--- config.mk ---
export PLATFORM = sky130hd
export DESIGN_NAME = adder_error_monitor
export DESIGN_NICKNAME = d
export VERILOG_FILES = /design/src/rtl/adder_eval_pkg.sv /design/src/rtl/adder_error_monitor_abs_diff.sv /design/src/rtl/adder_error_monitor.sv
export SDC_FILE = /design/constraint.sdc
export NUM_CORES = 1
export LEC_CHECK = 0
export ABC_AREA = 1
export ABC_CLOCK_PERIOD_IN_PS = 2400
export CORE_ASPECT_RATIO = 1.5
export CORE_MARGIN = 5
export CORE_UTILIZATION = 30
export CTS_CLUSTER_DIAMETER = 60
export DETAILED_ROUTE_END_ITERATION = 10
export GPL_ROUTABILITY_DRIVEN = 1
export SLEW_MARGIN = 10
export SYNTH_ARGS = -nofsm -noshare
export SYNTH_HDL_FRONTEND = slang
export SYNTH_SLANG_ARGS = --single-unit
--- constraint.sdc ---
create_clock -name clk -period 2.4 [get_ports clk]
set_input_delay 0.72 -clock clk [delete_from_list [all_inputs] [get_ports clk]]
set_output_delay 0.72 -clock clk [all_outputs]
set_load 0.05 [all_outputs]
--- src/rtl/adder_eval_pkg.sv ---
// Shared types and helpers for adder error-metric blocks.
// Holds the monitor state encoding and saturating arithmetic.
package adder_eval_pkg;

  typedef enum logic [1:0] {
    IDLE,
    ACCUM,
    FLUSH,
    DONE
  } state_e;

  localparam int N_DEF     = 8;
  localparam int CNT_W_DEF = 16;
  localparam int SAT_W     = 64;

  localparam logic [SAT_W:0] SAT_ONE = 1;

  typedef struct packed {
    logic             sat;
    logic [SAT_W-1:0] val;
  } sat_t;

  // Add and clamp to 2^w-1; sat flags a clamped update.
  function automatic sat_t sat_inc(
    input logic [SAT_W-1:0] acc,
    input logic [SAT_W-1:0] inc,
    input int unsigned      w
  );
    logic [SAT_W:0] s;
    logic [SAT_W:0] lim;
    sat_t           r;
    lim   = (SAT_ONE << w) - SAT_ONE;
    s     = {1'b0, acc} + {1'b0, inc};
    r.sat = (s > lim);
    r.val = r.sat ? lim[SAT_W-1:0] : s[SAT_W-1:0];
    return r;
  endfunction

endpackage

--- src/rtl/adder_error_monitor_abs_diff.sv ---
// Unsigned |a-b| without wrap: larger minus smaller.
// Combinational; reusable by other error-metric blocks.
module abs_diff #(
  parameter int W = 8
) (
  input  logic [W-1:0] a_i,
  input  logic [W-1:0] b_i,
  output logic [W-1:0] d_o
);

  assign d_o = (a_i >= b_i) ? (a_i - b_i) : (b_i - a_i);

endmodule

--- src/rtl/adder_error_monitor.sv ---
// Streaming error-statistics monitor for approximate adders.
// Two stages: error distance register, then accumulators.
module adder_error_monitor
  import adder_eval_pkg::*;
#(
  parameter int N     = N_DEF,
  parameter int CNT_W = CNT_W_DEF
) (
  input  logic               clk,
  input  logic               rst,
  input  logic               start,
  input  logic               in_valid,
  output logic               in_ready,
  input  logic               in_last,
  input  logic [N-1:0]       exact_sum,
  input  logic [N-1:0]       approx_sum,
  output logic [CNT_W-1:0]   sample_count,
  output logic [CNT_W-1:0]   error_count,
  output logic [CNT_W+N-1:0] sum_ed,
  output logic [N-1:0]       max_ed,
  output logic               overflow,
  output logic               done
);

  localparam int SW = CNT_W + N;

  state_e             state_q, state_d;
  logic               v1_q, v1_d;
  logic [N-1:0]       ed1_q, ed1_d;
  logic               err1_q, err1_d;
  logic [CNT_W-1:0]   cnt_q, cnt_d;
  logic [CNT_W-1:0]   errc_q, errc_d;
  logic [SW-1:0]      sum_q, sum_d;
  logic [N-1:0]       max_q, max_d;
  logic               ovf_q, ovf_d;

  logic [N-1:0] ed;
  logic         acc;
  sat_t         cnt_s, errc_s, sum_s;

  abs_diff #(.W(N)) u_abs_diff (
    .a_i (exact_sum),
    .b_i (approx_sum),
    .d_o (ed)
  );

  assign in_ready = (state_q == ACCUM);
  assign done     = (state_q == DONE);
  assign acc      = in_valid && in_ready;

  assign cnt_s  = sat_inc(SAT_W'(cnt_q), SAT_W'(1'b1), CNT_W);
  assign errc_s = sat_inc(SAT_W'(errc_q), SAT_W'(err1_q), CNT_W);
  assign sum_s  = sat_inc(SAT_W'(sum_q), SAT_W'(ed1_q), SW);

  always_comb begin
    state_d = state_q;
    v1_d    = acc;
    ed1_d   = ed;
    err1_d  = (ed != '0);
    cnt_d   = cnt_q;
    errc_d  = errc_q;
    sum_d   = sum_q;
    max_d   = max_q;
    ovf_d   = ovf_q;
    if (v1_q) begin
      cnt_d  = cnt_s.val[CNT_W-1:0];
      errc_d = errc_s.val[CNT_W-1:0];
      sum_d  = sum_s.val[SW-1:0];
      max_d  = (ed1_q > max_q) ? ed1_q : max_q;
      ovf_d  = ovf_q | cnt_s.sat
             | errc_s.sat | sum_s.sat;
    end
    unique case (state_q)
      IDLE:    state_d = IDLE;
      ACCUM:   if (acc && in_last) state_d = FLUSH;
      FLUSH:   state_d = DONE;
      DONE:    state_d = DONE;
      default: state_d = IDLE;
    endcase
    // Restart wins over in_last and drops stage 1.
    if (start) begin
      state_d = ACCUM;
      v1_d    = 1'b0;
      cnt_d   = '0;
      errc_d  = '0;
      sum_d   = '0;
      max_d   = '0;
      ovf_d   = 1'b0;
    end
  end

  always_ff @(posedge clk) begin
    if (rst) begin
      state_q <= IDLE;
      v1_q    <= 1'b0;
      ed1_q   <= '0;
      err1_q  <= 1'b0;
      cnt_q   <= '0;
      errc_q  <= '0;
      sum_q   <= '0;
      max_q   <= '0;
      ovf_q   <= 1'b0;
    end else begin
      state_q <= state_d;
      v1_q    <= v1_d;
      ed1_q   <= ed1_d;
      err1_q  <= err1_d;
      cnt_q   <= cnt_d;
      errc_q  <= errc_d;
      sum_q   <= sum_d;
      max_q   <= max_d;
      ovf_q   <= ovf_d;
    end
  end

  assign sample_count = cnt_q;
  assign error_count  = errc_q;
  assign sum_ed       = sum_q;
  assign max_ed       = max_q;
  assign overflow     = ovf_q;

endmodule

==> impl_metrics.tcl <==
set metrics [dict create \
    ys_seq_elements 77 \
    tightest_slew_ns 0.558 \
    crit_fanout 6 \
    dp.cells 1120 \
    wl_um 14500 \
    post_drt_wl_per_cell_um 12.8 \
    cts_tree "yes" \
    crit_slowest_cell "clkdlybuf4s50_1" \
    fp.dieH_um 172 \
    clk_pin_slew_ns 0.06 \
    whs_ns 0.477 \
    layout-drive-gt1-share_pct 19.3 \
    worstPathArrival_ns 1.61 \
    cts_made_buffers 9 \
    place.gp.congestion 0.837 \
    vias_per_cell 4.75 \
    syn2layout_area_growth_pct 39.7 \
    dr.pass1.iters 4 \
    critPathTopFamily "buffers and inverters" \
    grt_pass1_vias 5153 \
    crit_chain "clkdlybuf4s50_1" \
    max_slew_margin_pct 62.7 \
    ys_warn_count 0 \
    die_w_um 118 \
    rows 59 \
    instances_no_fill 1139 \
    clockBufferDepth 2 \
    slew_violations 0 \
    finalCriticalPeriod_ns 2.33 \
    initial_core_util_pct 30.3 \
    p_per_area_nw_per_um2 484 \
    skew_ns 0.00845 \
    finalSetupViolations 0 \
    synth_nets 840 \
    irDropWorstVdd_v 0.000330 \
    ys_seq_area_share_pct 29.5 \
    final.period_utilization_pct 97.2 \
    route.detailed.drc 0 \
    start_kind "register" \
    grt_max_degree 28 \
    slowest_delay_ns 0.84 \
    clock_latency_ns 0.34 \
    p_leak_uw 0.00327 \
    clock-sinks 77 \
    synth_top_flop_cell "dfxtp_1" \
    max_clock_freq_mhz 429 \
    grt_pass1_wl_um 24000 \
    postSynthCellCount 781 \
    rsz0062_at_grt "yes" \
    synthDistinctLibCells 43 \
    syn-cell-area_um2 5230 \
    critPathKind "register to primary output" \
    antenna_found_initial 0 \
    core_um2 17300 \
    hold_violations 0 \
    cts_root_buf "clkbuf_16" \
    dr.first_iter.drc_count 245 \
    max-cap-violations 0 \
    ios 88 \
    holdCritPathClass "register to register" \
    synthArstFlopShare_pct 0 \
    post-dp-hpwl_um 11400 \
    critical_path_buf_inv_count 1 \
    h-tree-depth 3 \
    status "completed" \
    ant_nets 0 \
    vias 5408 \
    cp-end-kind "primary output" \
    total_power_uw 3540 \
    cp.required_ns 1.68 \
    die-area_um2 20200 \
    synth_edf_count 0 \
    grt_overflow 0 \
    diodes 0 \
    fillCellCount 1839 \
    port_buffers 87 \
    finalNetCount 980 \
    syn_area_per_cell_um2 6.69 \
    gr-usage-all-layers_pct 14.1 \
    postCtsHoldBufs 0 \
]
synthesized netlist by cell type, types with 3 or more instances:
| library cell | instances | share of area [%] |
|---|---|---|
| ha_1 | 35 | 8.4 |
| o211ai_1 | 3 | 0.43 |
| nand3b_1 | 3 | 0.43 |
| o21ai_2 | 10 | 1.7 |
| nor2_2 | 3 | 0.36 |
| o21ai_1 | 3 | 0.29 |
| xor2_1 | 14 | 2.3 |
| nor2_4 | 4 | 0.86 |
| a31oi_1 | 5 | 0.60 |
| nand3_1 | 35 | 3.4 |
| dfxtp_1 | 77 | 29 |
| nand4_1 | 20 | 2.4 |
| fa_1 | 3 | 1.1 |
| o21ai_0 | 53 | 5.1 |
| clkbuf_1 | 14 | 1.0 |
| inv_1 | 111 | 8.0 |
| o21bai_1 | 4 | 0.57 |
| inv_2 | 6 | 0.43 |
| a21oi_1 | 68 | 6.5 |
| nor3_1 | 12 | 1.1 |
| nand2_2 | 7 | 0.84 |
| xnor2_1 | 17 | 2.8 |
| o21a_1 | 4 | 0.57 |
| buf_2 | 4 | 0.38 |
| nand2_1 | 160 | 11 |
| nor2_1 | 84 | 6.0 |
report_power, final:
group	internal, uW	switching, uW
sequential	1310	32.1
combinational	325	370
clock	967	534
registers in the layout, summed over array words and instances (netlist names):
name and cells:
sample_count 16, error_count 16, ed1_q 8, max_ed 8, err1_q 1, v1_q 1
sum_ed 24, state_q 2, overflow 1
layer usage:
layer / wire length (um) / part of all wire [%] / global-route usage [%] / up-vias
li1: - / - / - / 2810
met1: 5670 / 39 / 14.6 / 2480
met2: 7900 / 54 / 27.9 / 94
met3: 619 / 4.3 / 3.09 / 24
met4: 340 / 2.3 / 4.99 / 0
met5: 0 / 0 / 0 / -
worst paths after layout:
kind | cells past startpoint | slack (ns) | start | end
worst max register to register | 11 | 0.28 | sample_count[0] | sample_count[10]
worst max-delay path | 1 | 0.07 | sample_count[5] | sample_count[5]
worst min register to register | 2 | 0.48 | state_q[0] | state_q[0]
worst min-delay path | 2 | 0.48 | state_q[0] | state_q[0]
cell usage in the layout, fill, tap and decap left out, types with 13 or more instances in the layout:
cell type,synthesis,final
nand2_1,160,151
inv_1,111,102
nor2_1,84,80
buf_4,2,79
dfxtp_1,77,75
a21oi_1,68,64
clkdlybuf4s50_1,0,53
o21ai_0,53,49
nand3_1,35,35
ha_1,35,26
nand4_1,20,20
xnor2_1,17,17
dlymetal6s2s_1,0,17
xor2_1,14,14
inv_2,6,13
nand2_2,7,13
o21ai_2,10,13
cell type report:
type	count	area [um^2]	share of cell area, %
Timing Repair Buffer	152	1370	18.7
Sequential cell	77	1540	21.1
Multi-Input combinational cell	564	3350	45.8
Inverter	117	444	6.08
Clock buffer	11	253	3.46
Tap cell	213	267	3.65
Clock inverter	5	82.6	1.13
kinds of logic after synthesis:
logic type      synth area share, %
flops                          29.5
buf+inv                        10.5
compound gates                 17.1
xor+xnor                       5.20
fa+ha+maj                      9.53
simple gates                   28.2
repair_timing:
| item | 4_1_cts | 5_1_grt |
|---|---|---|
| setup buffers | 1 | 2 |
| endpoints found under the hold margin | 0 | 0 |
| resized for setup | 19 | 61 |
| endpoints found under the setup margin | 5 | 32 |
| pin swaps | 4 | 22 |
stage by stage:
step / utilization [%] / instance area (um^2) / setup slack, ns / setup TNS, ns
4_1_cts: 41.1 / 7110 / 0.00804 / 0
3_3_place_gp: 38.7 / 6690 / -0.478 / -2.75
2_1_floorplan: - / 5230 / 0.0372 / 0
6_report: 42.3 / 7300 / 0.0674 / 0
3_5_place_dp: 38.7 / 6690 / -0.502 / -3.03
5_1_grt: 42.3 / 7300 / -0.0607 / -0.0607
Power figures use the tool's default switching activity.
